<file path="config.mk">
export PLATFORM = sky130hd
export DESIGN_NAME = mult_share_arbiter
export DESIGN_NICKNAME = d
export VERILOG_FILES = /design/src/rtl/mult_share_arbiter.sv
export SDC_FILE = /design/constraint.sdc
export NUM_CORES = 1
export LEC_CHECK = 0
export BUFFER_PORTS_ARGS = -buffer_cell sky130_fd_sc_hd__buf_2
export CAP_MARGIN = 0
export CORE_ASPECT_RATIO = 1.4
export CORE_MARGIN = 1.5
export CORE_UTILIZATION = 47
export CTS_BUF_LIST = sky130_fd_sc_hd__clkbuf_4 sky130_fd_sc_hd__clkbuf_8
export CTS_CLUSTER_DIAMETER = 40
export DETAILED_ROUTE_END_ITERATION = 8
export PLACE_DENSITY = 0.93
export SETUP_SLACK_MARGIN = 0.15
export SYNTH_ARGS = -nofsm -noshare
export SYNTH_HDL_FRONTEND = slang
export SYNTH_SLANG_ARGS = --single-unit
</file>
<file path="constraint.sdc">
create_clock -name clk -period 6.3 [get_ports clk]
set_input_delay 0.63 -clock clk [delete_from_list [all_inputs] [get_ports clk]]
set_output_delay 0.63 -clock clk [all_outputs]
set_load 0.02 [all_outputs]
</file>
<file path="src/rtl/mult_share_arbiter.sv">
// Round-robin sharing of one fixed-latency pipelined multiplier between NUM_REQ requesters,
// with tag tracking for product return and a drain handshake for quiescing.
module mult_share_arbiter #(
  parameter int unsigned NUM_REQ   = 4,
  parameter int unsigned WIDTH     = 8,
  parameter int unsigned MULT_PIPE = 5
) (
  input  logic                       clk,
  input  logic                       reset,
  input  logic [NUM_REQ-1:0]         req,
  input  logic [NUM_REQ*WIDTH-1:0]   req_a,
  input  logic [NUM_REQ*WIDTH-1:0]   req_b,
  output logic [NUM_REQ-1:0]         gnt,
  output logic                       mult_en,
  output logic [WIDTH-1:0]           mult_a,
  output logic [WIDTH-1:0]           mult_b,
  input  logic [2*WIDTH-1:0]         mult_res,
  output logic [NUM_REQ-1:0]         rsp_valid,
  output logic [2*WIDTH-1:0]         rsp_data,
  output logic                       busy,
  input  logic                       drain,
  output logic                       drain_done
);

  localparam int unsigned PTR_W = (NUM_REQ > 1) ? $clog2(NUM_REQ) : 1;

  typedef enum logic [1:0] {RUN, DRAIN, DONE} state_t;

  state_t               state;
  logic [PTR_W-1:0]     ptr;
  logic [PTR_W-1:0]     gnt_idx;
  logic                 grant_any;
  logic [WIDTH-1:0]     sel_a;
  logic [WIDTH-1:0]     sel_b;
  logic [MULT_PIPE-1:0] tag_v;
  logic [MULT_PIPE-1:0] tag_v_nxt;
  logic [PTR_W-1:0]     tag_id [MULT_PIPE];

  // Round-robin search: first from ptr upward, then wrap to indices below ptr.
  always_comb begin
    grant_any = 1'b0;
    gnt_idx   = '0;
    if (!reset && !drain && state == RUN) begin
      for (int i = 0; i < int'(NUM_REQ); i++) begin
        if (!grant_any && i >= int'(ptr) && req[i]) begin
          grant_any = 1'b1;
          gnt_idx   = PTR_W'(i);
        end
      end
      for (int i = 0; i < int'(NUM_REQ); i++) begin
        if (!grant_any && i < int'(ptr) && req[i]) begin
          grant_any = 1'b1;
          gnt_idx   = PTR_W'(i);
        end
      end
    end
    gnt = grant_any ? (NUM_REQ'(1) << gnt_idx) : '0;
  end

  // Operands of the granted requester, zero when nothing is granted.
  always_comb begin
    sel_a = '0;
    sel_b = '0;
    for (int i = 0; i < int'(NUM_REQ); i++) begin
      if (gnt[i]) begin
        sel_a = req_a[i*WIDTH +: WIDTH];
        sel_b = req_b[i*WIDTH +: WIDTH];
      end
    end
  end

  assign tag_v_nxt = (tag_v << 1) | MULT_PIPE'(grant_any);
  assign rsp_data  = mult_res;

  always_ff @(posedge clk) begin
    if (reset) begin
      state      <= RUN;
      ptr        <= '0;
      mult_en    <= 1'b0;
      mult_a     <= '0;
      mult_b     <= '0;
      tag_v      <= '0;
      busy       <= 1'b0;
      rsp_valid  <= '0;
      drain_done <= 1'b0;
      for (int i = 0; i < int'(MULT_PIPE); i++) tag_id[i] <= '0;
    end else begin
      mult_en   <= 1'b1;
      mult_a    <= sel_a;
      mult_b    <= sel_b;
      tag_v     <= tag_v_nxt;
      busy      <= |tag_v_nxt;
      tag_id[0] <= gnt_idx;
      for (int i = 1; i < int'(MULT_PIPE); i++) tag_id[i] <= tag_id[i-1];
      rsp_valid <= tag_v[MULT_PIPE-1] ? (NUM_REQ'(1) << tag_id[MULT_PIPE-1]) : '0;

      if (grant_any) begin
        ptr <= (gnt_idx == PTR_W'(NUM_REQ - 1)) ? '0 : gnt_idx + 1'b1;
      end

      // Drain handshake; busy is the registered view of the tag pipe.
      drain_done <= 1'b0;
      case (state)
        RUN: begin
          if (drain) state <= DRAIN;
        end
        DRAIN: begin
          if (!drain) begin
            state <= RUN;
          end else if (!busy) begin
            state      <= DONE;
            drain_done <= 1'b1;
          end
        end
        DONE: begin
          if (!drain) begin
            state <= RUN;
          end else begin
            drain_done <= 1'b1;
          end
        end
        default: state <= RUN;
      endcase
    end
  end

endmodule

</file>
==> out/results.txt <==
diode count = 0
Hold Crit Start = tag_id[0][6]
global-route wire length before repair = 7465 µm
Synth area leaders = dfxtp_1 42%, a211oi_2 8.0%, buf_4 6.3%
worst stage delay on the critical path = 590 ps
fraction of power spent switching nets = 0.2811
top-count cell post-synth = dfxtp_1
clk sinks = 42
Leak Pwr = 1.215 nW
Slew @ Worst Pin = 1137 ps
fmax = 297.9 MHz
starting density of the core = 0.4856
drc violations = 0
GRT Total Usage = 0.2017
FFs w/ async S/R, synth = 0
number of global-route vias before repair = 1735
wire per inst = 14.58 µm
routability cong. = 0.7629
Cells after Synth = 198
final WL = 4694 µm
count of cells resized by post-cts repair = 0
end point of the critical path = gnt[1]
FF-to-FF End = mult_a[7]
Die Width = 58.47 µm
CP Class = reg2out
top cell type's share of synthesized area = 0.4153
fin. max-slew vios = 0
max_slew headroom = 0.2407
critical path, cell by cell = inv_1 -> ha_1 -> nor3b_4 -> o21a_1 -> and3_1 -> ha_1 -> inv_1 -> nor2_1 -> buf_2
Hold Vio Cnt, Final = 0
Slowest cell on crit path = ha_1
unrepaired setup endpoints after global routing = no
Req. time, crit path = 5670 ps
hold bufs inserted after CTS = 0
fin crit period = 3357 ps
H-tree levels = 2
Final HPWL DP = 3562 µm
Arr. time, crit path = 2730 ps
clk buf depth = 2
Die Span Y = 80.66 µm
CP Capture Type = output port
Clock power frac = 0.295
initial antenna violation count = 0
grt ovf = 0
total CTS buffers = 5
Synth Register Bits = 42
Max-cap violations = 0
Antenna Nets Post-Route = 0
critical path's top delay family = adder cells
Worst Reg-to-Reg Cells = 9
Mapped Area = 0.002024 mm²
number of flops mapped to enable cells by yosys = 0
final core utilization = 0.5930
# setup viols final = 0
FP Rows = 28
TritonCTS clock tree = done
Vias = 1738
Vias/cell = 5.398
Die ar. = 0.004715 mm²
Synth Warn # = 0
number of port buffers = 97
period utilisation layout = 0.5328
Worst Path Buf+Inv = 3
Root Driver = clkbuf_8
Pwr per Cell Area = 243.3 mW/mm²
layout cells sized above 1 = 0.4549
Worst R2R Start = state[1]
total setup buffers inserted after CTS = 0
core area = 0.004169 mm²
worst hold path class = reg2reg
net switching power = 0.0001691 W
setup TNS = 0 ps
largest net degree at the start of global routing = 25
IO Count = 130
status = completed
Setup Skew = 7.219 ps
CTS clock-pin slew for the worst setup and hold paths = 70 ps
CP Launch Type = flop
CP startpoint = state[1]
Avg Cell Area, Syn = 10.22 µm²
nets = 371
Worst-Skew Late Latency = 280 ps
library cells used by synthesis = 39
synth-to-layout area growth = 22.13%
ys flop type = dfxtp_1
Post-synth top cells = 42 x dfxtp_1, 17 x buf_4, 16 x a22oi_1, 16 x o22ai_1, 13 x a211oi_2
1st-pass router iterations = 4
register area share after synthesis = 0.4153
Post-Syn Nets = 293
area leader, netlist = dfxtp_1
Comb power frac = 0.222
Worst VDD drop = 0.1825 mV
Levels on crit path = 9
maximum fanout along the worst path = 18
reg-to-reg setup timing slack = 3040 ps
Pint = 0.0004324 W
initial drt markers = 28
Flop pwr share = 0.483
-- layer usage --
metal | GRT usage | share of wire | vias to the layer above
met2 | 0.3618 | 0.54 | 56
met5 | 0 | 0 | -
met4 | 0.09070 | 0.026 | 0
met1 | 0.2145 | 0.38 | 818
met3 | 0.05314 | 0.048 | 12
li1 | - | - | 852
-- layout by cell type, fill, tap and decap left out, drive strengths merged, types with 2 or more instances in the layout --
master	n
o21a	2
a21oi	4
nor2	8
ha	8
o221a	2
and2b	7
dfxtp	42
clkinv	2
a211oi	16
and3	3
inv	8
nand2	5
nor2b	12
o22ai	16
clkbuf	7
nor3b	3
o21ai	3
a22oi	16
buf	99
-- worst min path at each step --
stage	to	slack, ps	cells past startpoint
after CTS	tag_id[0][8]	440	1
after global routing	tag_id[0][9]	460	1
after floorplan	tag_id[0][2]	410	1
after global placement	tag_id[0][3]	420	1
after detailed placement	tag_id[0][8]	420	1
final	tag_id[0][8]	440	1
-- worst register-to-register path, stage by stage, from the launching register on --
cell	delay, ps
dfxtp_1	380
inv_1	100
ha_1	220
nor3b_4	190
o21a_1	170
and3_1	220
ha_1	440
nor2b_1	970
a22oi_1	220
a211oi_2	290
-- cells by family after synthesis --
group                      after synthesis  share of synthesized area
AOI/OAI and AO/OA                       65                     0.2732
buffers and inverters                   37                     0.1174
and+or+nand+nor                         44                     0.1323
DFF                                     42                     0.4153
adders and majority gates                8                    0.04945
muxes                                    2                    0.01236
-- final cells by class --
class / count / area, µm²
timing repair buffer: 99 / 500.5
fill: 369 / 1697
multi-input combinational: 119 / 945.9
clock buffer: 7 / 90.09
clock inverter: 1 / 5.005
inverter: 9 / 33.78
sequential: 42 / 840.8
tap: 45 / 56.30
-- flip-flops by register name, indices dropped and copies added, names as in the netlist, 2 cells and up --
name	cells
mult_a	8
mult_b	8
ptr	2
rsp_valid	4
state	2
tag_id	10
tag_v	5
-- through the flow --
step | cells | hold WS (ps) | total power [W] | worst slack (ps) | cell area [µm²]
floorplan | 198 | 410.9 | 0.0003999 | 3325 | 2024
global placement | 314 | 416.3 | 0.0004244 | 3060 | 2377
detailed placement | 314 | 422.0 | 0.0004299 | 2854 | 2377
CTS | 322 | 440.3 | 0.0006058 | 2938 | 2472
global route | 322 | 460.7 | 0.0006331 | 2706 | 2472
finish | 322 | 436.9 | 0.0006015 | 2943 | 2472
-- power groups by stage --
stage / combinational, W / sequential, W / clock, W
final: 0.000133 / 0.000290 / 0.000178
after global routing: 0.000147 / 0.000293 / 0.000193
after CTS: 0.000134 / 0.000290 / 0.000181
after detailed placement: 0.000133 / 0.000297 / 0
after global placement: 0.000129 / 0.000296 / 0
after floorplan: 0.0000925 / 0.000307 / 0
No activity file was read; power rests on OpenSTA's default activity.
